### config.mk
export PLATFORM = sky130hd
export DESIGN_NAME = stream_mux_flat
export DESIGN_NICKNAME = d
export VERILOG_FILES = /design/src/rtl/stream_mux_if.sv /design/src/rtl/stream_mux.sv /design/src/flat_wrapper.sv
export SDC_FILE = /design/constraint.sdc
export NUM_CORES = 1
export LEC_CHECK = 0
export ABC_CLOCK_PERIOD_IN_PS = 4900
export CAP_MARGIN = 0
export CORE_MARGIN = 2
export CORE_UTILIZATION = 40
export CTS_BUF_LIST = sky130_fd_sc_hd__clkbuf_8 sky130_fd_sc_hd__clkbuf_16
export DETAILED_ROUTE_END_ITERATION = 10
export GPL_TIMING_DRIVEN = 1
export PLACE_DENSITY = 0.87
export SLEW_MARGIN = 10
export SYNTH_ARGS = -nofsm -noshare
export SYNTH_HDL_FRONTEND = slang
export SYNTH_SLANG_ARGS = --single-unit
### constraint.sdc
create_clock -name clk -period 4.9 [get_ports clk]
set_input_delay 1.47 -clock clk [delete_from_list [all_inputs] [get_ports clk]]
set_output_delay 1.47 -clock clk [all_outputs]
set_load 0.02 [all_outputs]
### src/rtl/stream_mux_if.sv
// Valid/ready bundle for stream_mux: N input channels packed side by side,
// one registered output stream, and the arbitration mode select.
interface stream_mux_if #(
  parameter int WIDTH = 32,
  parameter int N     = 4
);
  localparam int SEL_W = $clog2(N);

  logic [N*WIDTH-1:0] in_data;
  logic [N-1:0]       in_valid;
  logic [N-1:0]       in_last;
  logic [N-1:0]       in_ready;
  logic               mode;
  logic [WIDTH-1:0]   out_data;
  logic               out_last;
  logic [SEL_W-1:0]   out_chan;
  logic               out_valid;
  logic               out_ready;

  modport master (
    output in_data, in_valid, in_last, mode, out_ready,
    input  in_ready, out_data, out_last, out_chan, out_valid
  );

  modport slave (
    input  in_data, in_valid, in_last, mode, out_ready,
    output in_ready, out_data, out_last, out_chan, out_valid
  );
endinterface

### src/rtl/stream_mux.sv
// N-channel stream multiplexer: packet-locked round-robin / fixed-priority
// arbitration feeding a single registered output beat (one cycle latency).
module stream_mux #(
  parameter int WIDTH = 32,
  parameter int N     = 4
) (
  input logic         clk,
  input logic         reset_n,
  stream_mux_if.slave bus
);
  localparam int SEL_W = $clog2(N);

  typedef enum logic {IDLE, LOCKED} state_e;

  state_e           state_q, state_d;
  logic [SEL_W-1:0] lock_chan_q, lock_chan_d;
  logic [SEL_W-1:0] rr_ptr_q, rr_ptr_d;
  logic [WIDTH-1:0] out_data_q, out_data_d;
  logic             out_last_q, out_last_d;
  logic [SEL_W-1:0] out_chan_q, out_chan_d;
  logic             out_valid_q, out_valid_d;
  logic             rel_q, rel_d;

  logic [SEL_W-1:0] grant;
  logic [SEL_W-1:0] cand;
  logic             have_grant;
  logic [WIDTH-1:0] sel_data;
  logic             sel_last;
  logic             sel_valid;
  logic             can_load;
  logic             in_xfer;
  logic [N-1:0]     in_ready;

  // Both searches walk backwards so the last hit is the highest-priority one.
  always_comb begin
    grant      = lock_chan_q;
    have_grant = 1'b0;
    cand       = '0;
    if (state_q == LOCKED) begin
      have_grant = 1'b1;
    end else if (bus.mode) begin
      for (int unsigned i = N; i > 0; i--) begin
        cand = SEL_W'(i - 1);
        if (bus.in_valid[cand]) begin
          grant      = cand;
          have_grant = 1'b1;
        end
      end
    end else begin
      for (int unsigned k = N; k > 0; k--) begin
        cand = SEL_W'((32'(rr_ptr_q) + k) % N);
        if (bus.in_valid[cand]) begin
          grant      = cand;
          have_grant = 1'b1;
        end
      end
    end
  end

  always_comb begin
    sel_data  = '0;
    sel_last  = 1'b0;
    sel_valid = 1'b0;
    for (int unsigned i = 0; i < N; i++) begin
      if (grant == SEL_W'(i)) begin
        sel_data  = bus.in_data[i*WIDTH +: WIDTH];
        sel_last  = bus.in_last[SEL_W'(i)];
        sel_valid = bus.in_valid[SEL_W'(i)];
      end
    end
  end

  // rel_q keeps every in_ready low until the first clock after reset release.
  always_comb begin
    can_load = !out_valid_q || bus.out_ready;
    in_ready = '0;
    if (rel_q && can_load && have_grant) begin
      in_ready[grant] = 1'b1;
    end
    in_xfer = rel_q && can_load && have_grant && sel_valid;
  end

  always_comb begin
    state_d     = state_q;
    lock_chan_d = lock_chan_q;
    rr_ptr_d    = rr_ptr_q;
    out_data_d  = out_data_q;
    out_last_d  = out_last_q;
    out_chan_d  = out_chan_q;
    out_valid_d = out_valid_q;
    rel_d       = 1'b1;
    if (in_xfer) begin
      out_data_d  = sel_data;
      out_last_d  = sel_last;
      out_chan_d  = grant;
      out_valid_d = 1'b1;
      if (sel_last) begin
        state_d  = IDLE;
        rr_ptr_d = grant;
      end else begin
        state_d     = LOCKED;
        lock_chan_d = grant;
      end
    end else if (out_valid_q && bus.out_ready) begin
      out_valid_d = 1'b0;
    end
  end

  always_ff @(posedge clk or negedge reset_n) begin
    if (!reset_n) begin
      state_q     <= IDLE;
      lock_chan_q <= '0;
      rr_ptr_q    <= SEL_W'(N - 1);
      out_data_q  <= '0;
      out_last_q  <= 1'b0;
      out_chan_q  <= '0;
      out_valid_q <= 1'b0;
      rel_q       <= 1'b0;
    end else begin
      state_q     <= state_d;
      lock_chan_q <= lock_chan_d;
      rr_ptr_q    <= rr_ptr_d;
      out_data_q  <= out_data_d;
      out_last_q  <= out_last_d;
      out_chan_q  <= out_chan_d;
      out_valid_q <= out_valid_d;
      rel_q       <= rel_d;
    end
  end

  assign bus.in_ready  = in_ready;
  assign bus.out_data  = out_data_q;
  assign bus.out_last  = out_last_q;
  assign bus.out_chan  = out_chan_q;
  assign bus.out_valid = out_valid_q;
endmodule

### src/flat_wrapper.sv
// flat-port wrapper written by rule: the top's interface ports become plain ports
module stream_mux_flat 
#(
  parameter int WIDTH = 32,
  parameter int N     = 4
)
  (clk, reset_n, bus_in_data, bus_in_valid, bus_in_last, bus_mode, bus_out_ready, bus_in_ready, bus_out_data, bus_out_last, bus_out_chan, bus_out_valid);
  stream_mux_if #(.WIDTH(WIDTH), .N(N)) bus_i ();
  input logic clk;
  input logic reset_n;
  input wire logic [$bits(bus_i.in_data)-1:0] bus_in_data;
  input wire logic [$bits(bus_i.in_valid)-1:0] bus_in_valid;
  input wire logic [$bits(bus_i.in_last)-1:0] bus_in_last;
  input wire logic [$bits(bus_i.mode)-1:0] bus_mode;
  input wire logic [$bits(bus_i.out_ready)-1:0] bus_out_ready;
  output wire logic [$bits(bus_i.in_ready)-1:0] bus_in_ready;
  output wire logic [$bits(bus_i.out_data)-1:0] bus_out_data;
  output wire logic [$bits(bus_i.out_last)-1:0] bus_out_last;
  output wire logic [$bits(bus_i.out_chan)-1:0] bus_out_chan;
  output wire logic [$bits(bus_i.out_valid)-1:0] bus_out_valid;
  assign bus_i.in_data = bus_in_data;
  assign bus_i.in_valid = bus_in_valid;
  assign bus_i.in_last = bus_in_last;
  assign bus_i.mode = bus_mode;
  assign bus_i.out_ready = bus_out_ready;
  assign bus_in_ready = bus_i.in_ready;
  assign bus_out_data = bus_i.out_data;
  assign bus_out_last = bus_i.out_last;
  assign bus_out_chan = bus_i.out_chan;
  assign bus_out_valid = bus_i.out_valid;
  stream_mux #(.WIDTH(WIDTH), .N(N)) u_core (.clk(clk), .reset_n(reset_n), .bus(bus_i));
endmodule
==> metrics <==
Unique masters post-synth 50; asr flop ratio synth 1.00; CP Data Required Time 3.43 ns; die width 88.1 um; Layout area overhead 77.6%; number of flops mapped to enable cells by yosys 0; dominant synthesized flop cell dfrtp_1; R2R depth 8; part of the power in the clock network 0.092; final WL 9.14 mm; R2R setup slack 1.93 ns; dpl hpwl 7.55 mm; Worst Skew 0.00235 ns; largest net degree at the start of global routing 43; syn avg cell area 13.7 um2; YS warnings 0; switching portion of total power 0.388; nets 542; global-route wire length before repair 13.7 mm; main area contributors after synthesis dfrtp_1, mux4_2, mux2_2; most numerous cell in the Yosys netlist dfrtp_1; first-pass detailed-route iteration total 4; Sum Neg Setup Slack 0 ns; Fill cells 476; max-cap viol count 0; Pins Over Slew Limit 0; Logic pwr share 0.680; cell area power density 578 nW/um2; Starting Density 0.414; pre-CTS WS -0.331 ns; Overflow after GRT 0; Worst R2R End u_core.bus.out_data[28]; Max-Slew Margin vs Limit 0.381; post-CTS setup buffers 0; WHS 0.516 ns; Clock Tree Root clkbuf_8; initial antenna violation count 0; DRC 0; Min-Delay Path Class flop to flop; Vias/cell 5.34; Net Sw Power 0.00112 W; clock sinks 42; Reg clk slew, reported paths 0.08 ns; Tot GR Track Use 0.232; post-synthesis cell count 206; HP Start u_core.bus.out_data[23]; RD Place Congestion 0.905; wire per inst 18.3 um; area leader, netlist dfrtp_1; later-pin clock latency in the skew report 0.29 ns; Num CTS Buffers 5; share of the synthesized area in the top cell type 0.354; # setup viols final 0; Hold Crit Depth 1; status completed; floorplan row count 30; top cells by count, synth dfrtp_1, mux4_2, mux2_2, buf_2, nor2_1; Die H 88.1 um; fin crit period 4.80 ns; placed insts 491; part of the power in registers 0.228; IO Pins 180; clock tree buffer depth 2; syn_nets 346; R2R Path Start u_core.rr_ptr_q[1]; vias in the first global route 2865; DIE AREA 7750 um2; slack of the critical path 0.101 ns; Setup CP Type input port to output pin; fin crit share 0.979; Hold Violations, Final 0; Final Util 0.735; CP arrival 3.33 ns; Yosys reg bits 42; FMAX 208 MHz; Diodes inserted 0; CTS Hold Bufs 0; maximum net fanout on the critical path 4; Worst setup SP type input port; drt initial violations 170; Tightest Pin Transition 0.928 ns; number of routed nets with antenna violations 0; CORE AREA 6830 um2; Min-Delay Endpoint u_core.bus.out_data[23]; crit path capture type output pin; cell area after synthesis 2830 um2; sequential fraction of the synthesis area 0.373; detailed-route via count 2667; I/O Buffers 179; Max IR drop VDD 0.358 mV; fin cells 499; Pleak 1.96 nW; Int Pwr 0.00178 W; share of layout cells above drive strength 1 0.293; CTS tree done; H-tree levels 2
## power by group through the flow
stage / logic (W) / registers (W) / clock network [W]
2_1_floorplan: 0.00108 / 0.000808 / 0
3_3_place_gp: 0.00193 / 0.000653 / 0
3_5_place_dp: 0.00198 / 0.000666 / 0
4_1_cts: 0.00199 / 0.000661 / 0.000277
5_1_grt: 0.00211 / 0.000685 / 0.000293
6_report: 0.00197 / 0.000661 / 0.000267
## what timing repair did
action	4_1_cts	5_1_grt
endpoints found under the hold margin	0	0
endpoints found under the setup margin	4	4
pin swaps	1	1
gates resized for setup	13	9
## area by class of cell
type | count | area (um2) | area share
Sequential cell | 42 | 1050 | 0.210
Tap cell | 96 | 120 | 0.0239
Multi-Input combinational cell | 139 | 1700 | 0.339
Clock buffer | 5 | 68.8 | 0.0137
Inverter | 8 | 30.0 | 0.00598
Timing Repair Buffer | 206 | 2010 | 0.400
Clock inverter | 3 | 40.0 | 0.00797
## cell families after synthesis
group | after synthesis | share of synthesized area
multiplexers | 68 | 0.398
flip-flops | 42 | 0.373
AO/OA/AOI/OAI | 35 | 0.116
AND/OR/NAND/NOR | 34 | 0.0651
buffers and inverters | 25 | 0.0434
XOR/XNOR | 1 | 0.00310
other | 1 | 0.00133
## flip-flops by register name, summed over array words and instances, names as in the netlist
| signal | count |
|---|---|
| u_core.rr_ptr_q | 2 |
| u_core.state_q | 1 |
| u_core.bus.out_valid | 1 |
| u_core.bus.out_data | 32 |
| u_core.rel_q | 1 |
| u_core.bus.out_chan | 2 |
| u_core.lock_chan_q | 2 |
| u_core.bus.out_last | 1 |
## worst max path at each step
stage | end | startpoint | slack, ns
floorplan | bus_in_ready[0] | bus_in_valid[3] | 0.31
global placement | bus_in_ready[3] | bus_in_valid[0] | -0.31
detailed placement | bus_in_ready[3] | bus_in_valid[0] | -0.33
CTS | bus_in_ready[0] | bus_in_valid[2] | 0.009
global route | bus_in_ready[3] | bus_in_valid[0] | -0.02
finish | bus_in_ready[3] | bus_in_valid[0] | 0.10
## stage by stage
| step | total power (W) | instance area, um2 |
|---|---|---|
| 2_1_floorplan | 0.00189 | 2830 |
| 3_3_place_gp | 0.00259 | 4870 |
| 3_5_place_dp | 0.00265 | 4870 |
| 4_1_cts | 0.00293 | 5000 |
| 5_1_grt | 0.00309 | 5020 |
| 6_report | 0.00290 | 5020 |
## metal layers
layer  GRT usage  wire, um
met1       0.255      3110
met2       0.432      4980
met3      0.0631       849
met4      0.0744       192
met5           0         0
## layout by cell type (no fill, tap or decap), types with 4 or more instances in the layout
| cell | netlist | routed |
|---|---|---|
| buf_4 | 3 | 26 |
| clkbuf_8 | 0 | 5 |
| clkdlybuf4s50_1 | 0 | 171 |
| dfrtp_1 | 40 | 40 |
| inv_1 | 8 | 8 |
| mux2_1 | 4 | 4 |
| mux2_2 | 31 | 31 |
| mux4_2 | 32 | 32 |
| nand2b_1 | 4 | 4 |
| nor2_1 | 13 | 12 |
| nor3_1 | 5 | 4 |
## worst max-delay path, stage by stage
cell and delay (ns):
clkdlybuf4s50_1 0.46, or3b_1 0.42, a21oi_2 0.17, a21oi_2 0.06, or2_1 0.24, buf_4 0.14, nor2_1 0.09, clkdlybuf4s15_2 0.26
Power figures use the tool's default switching activity.
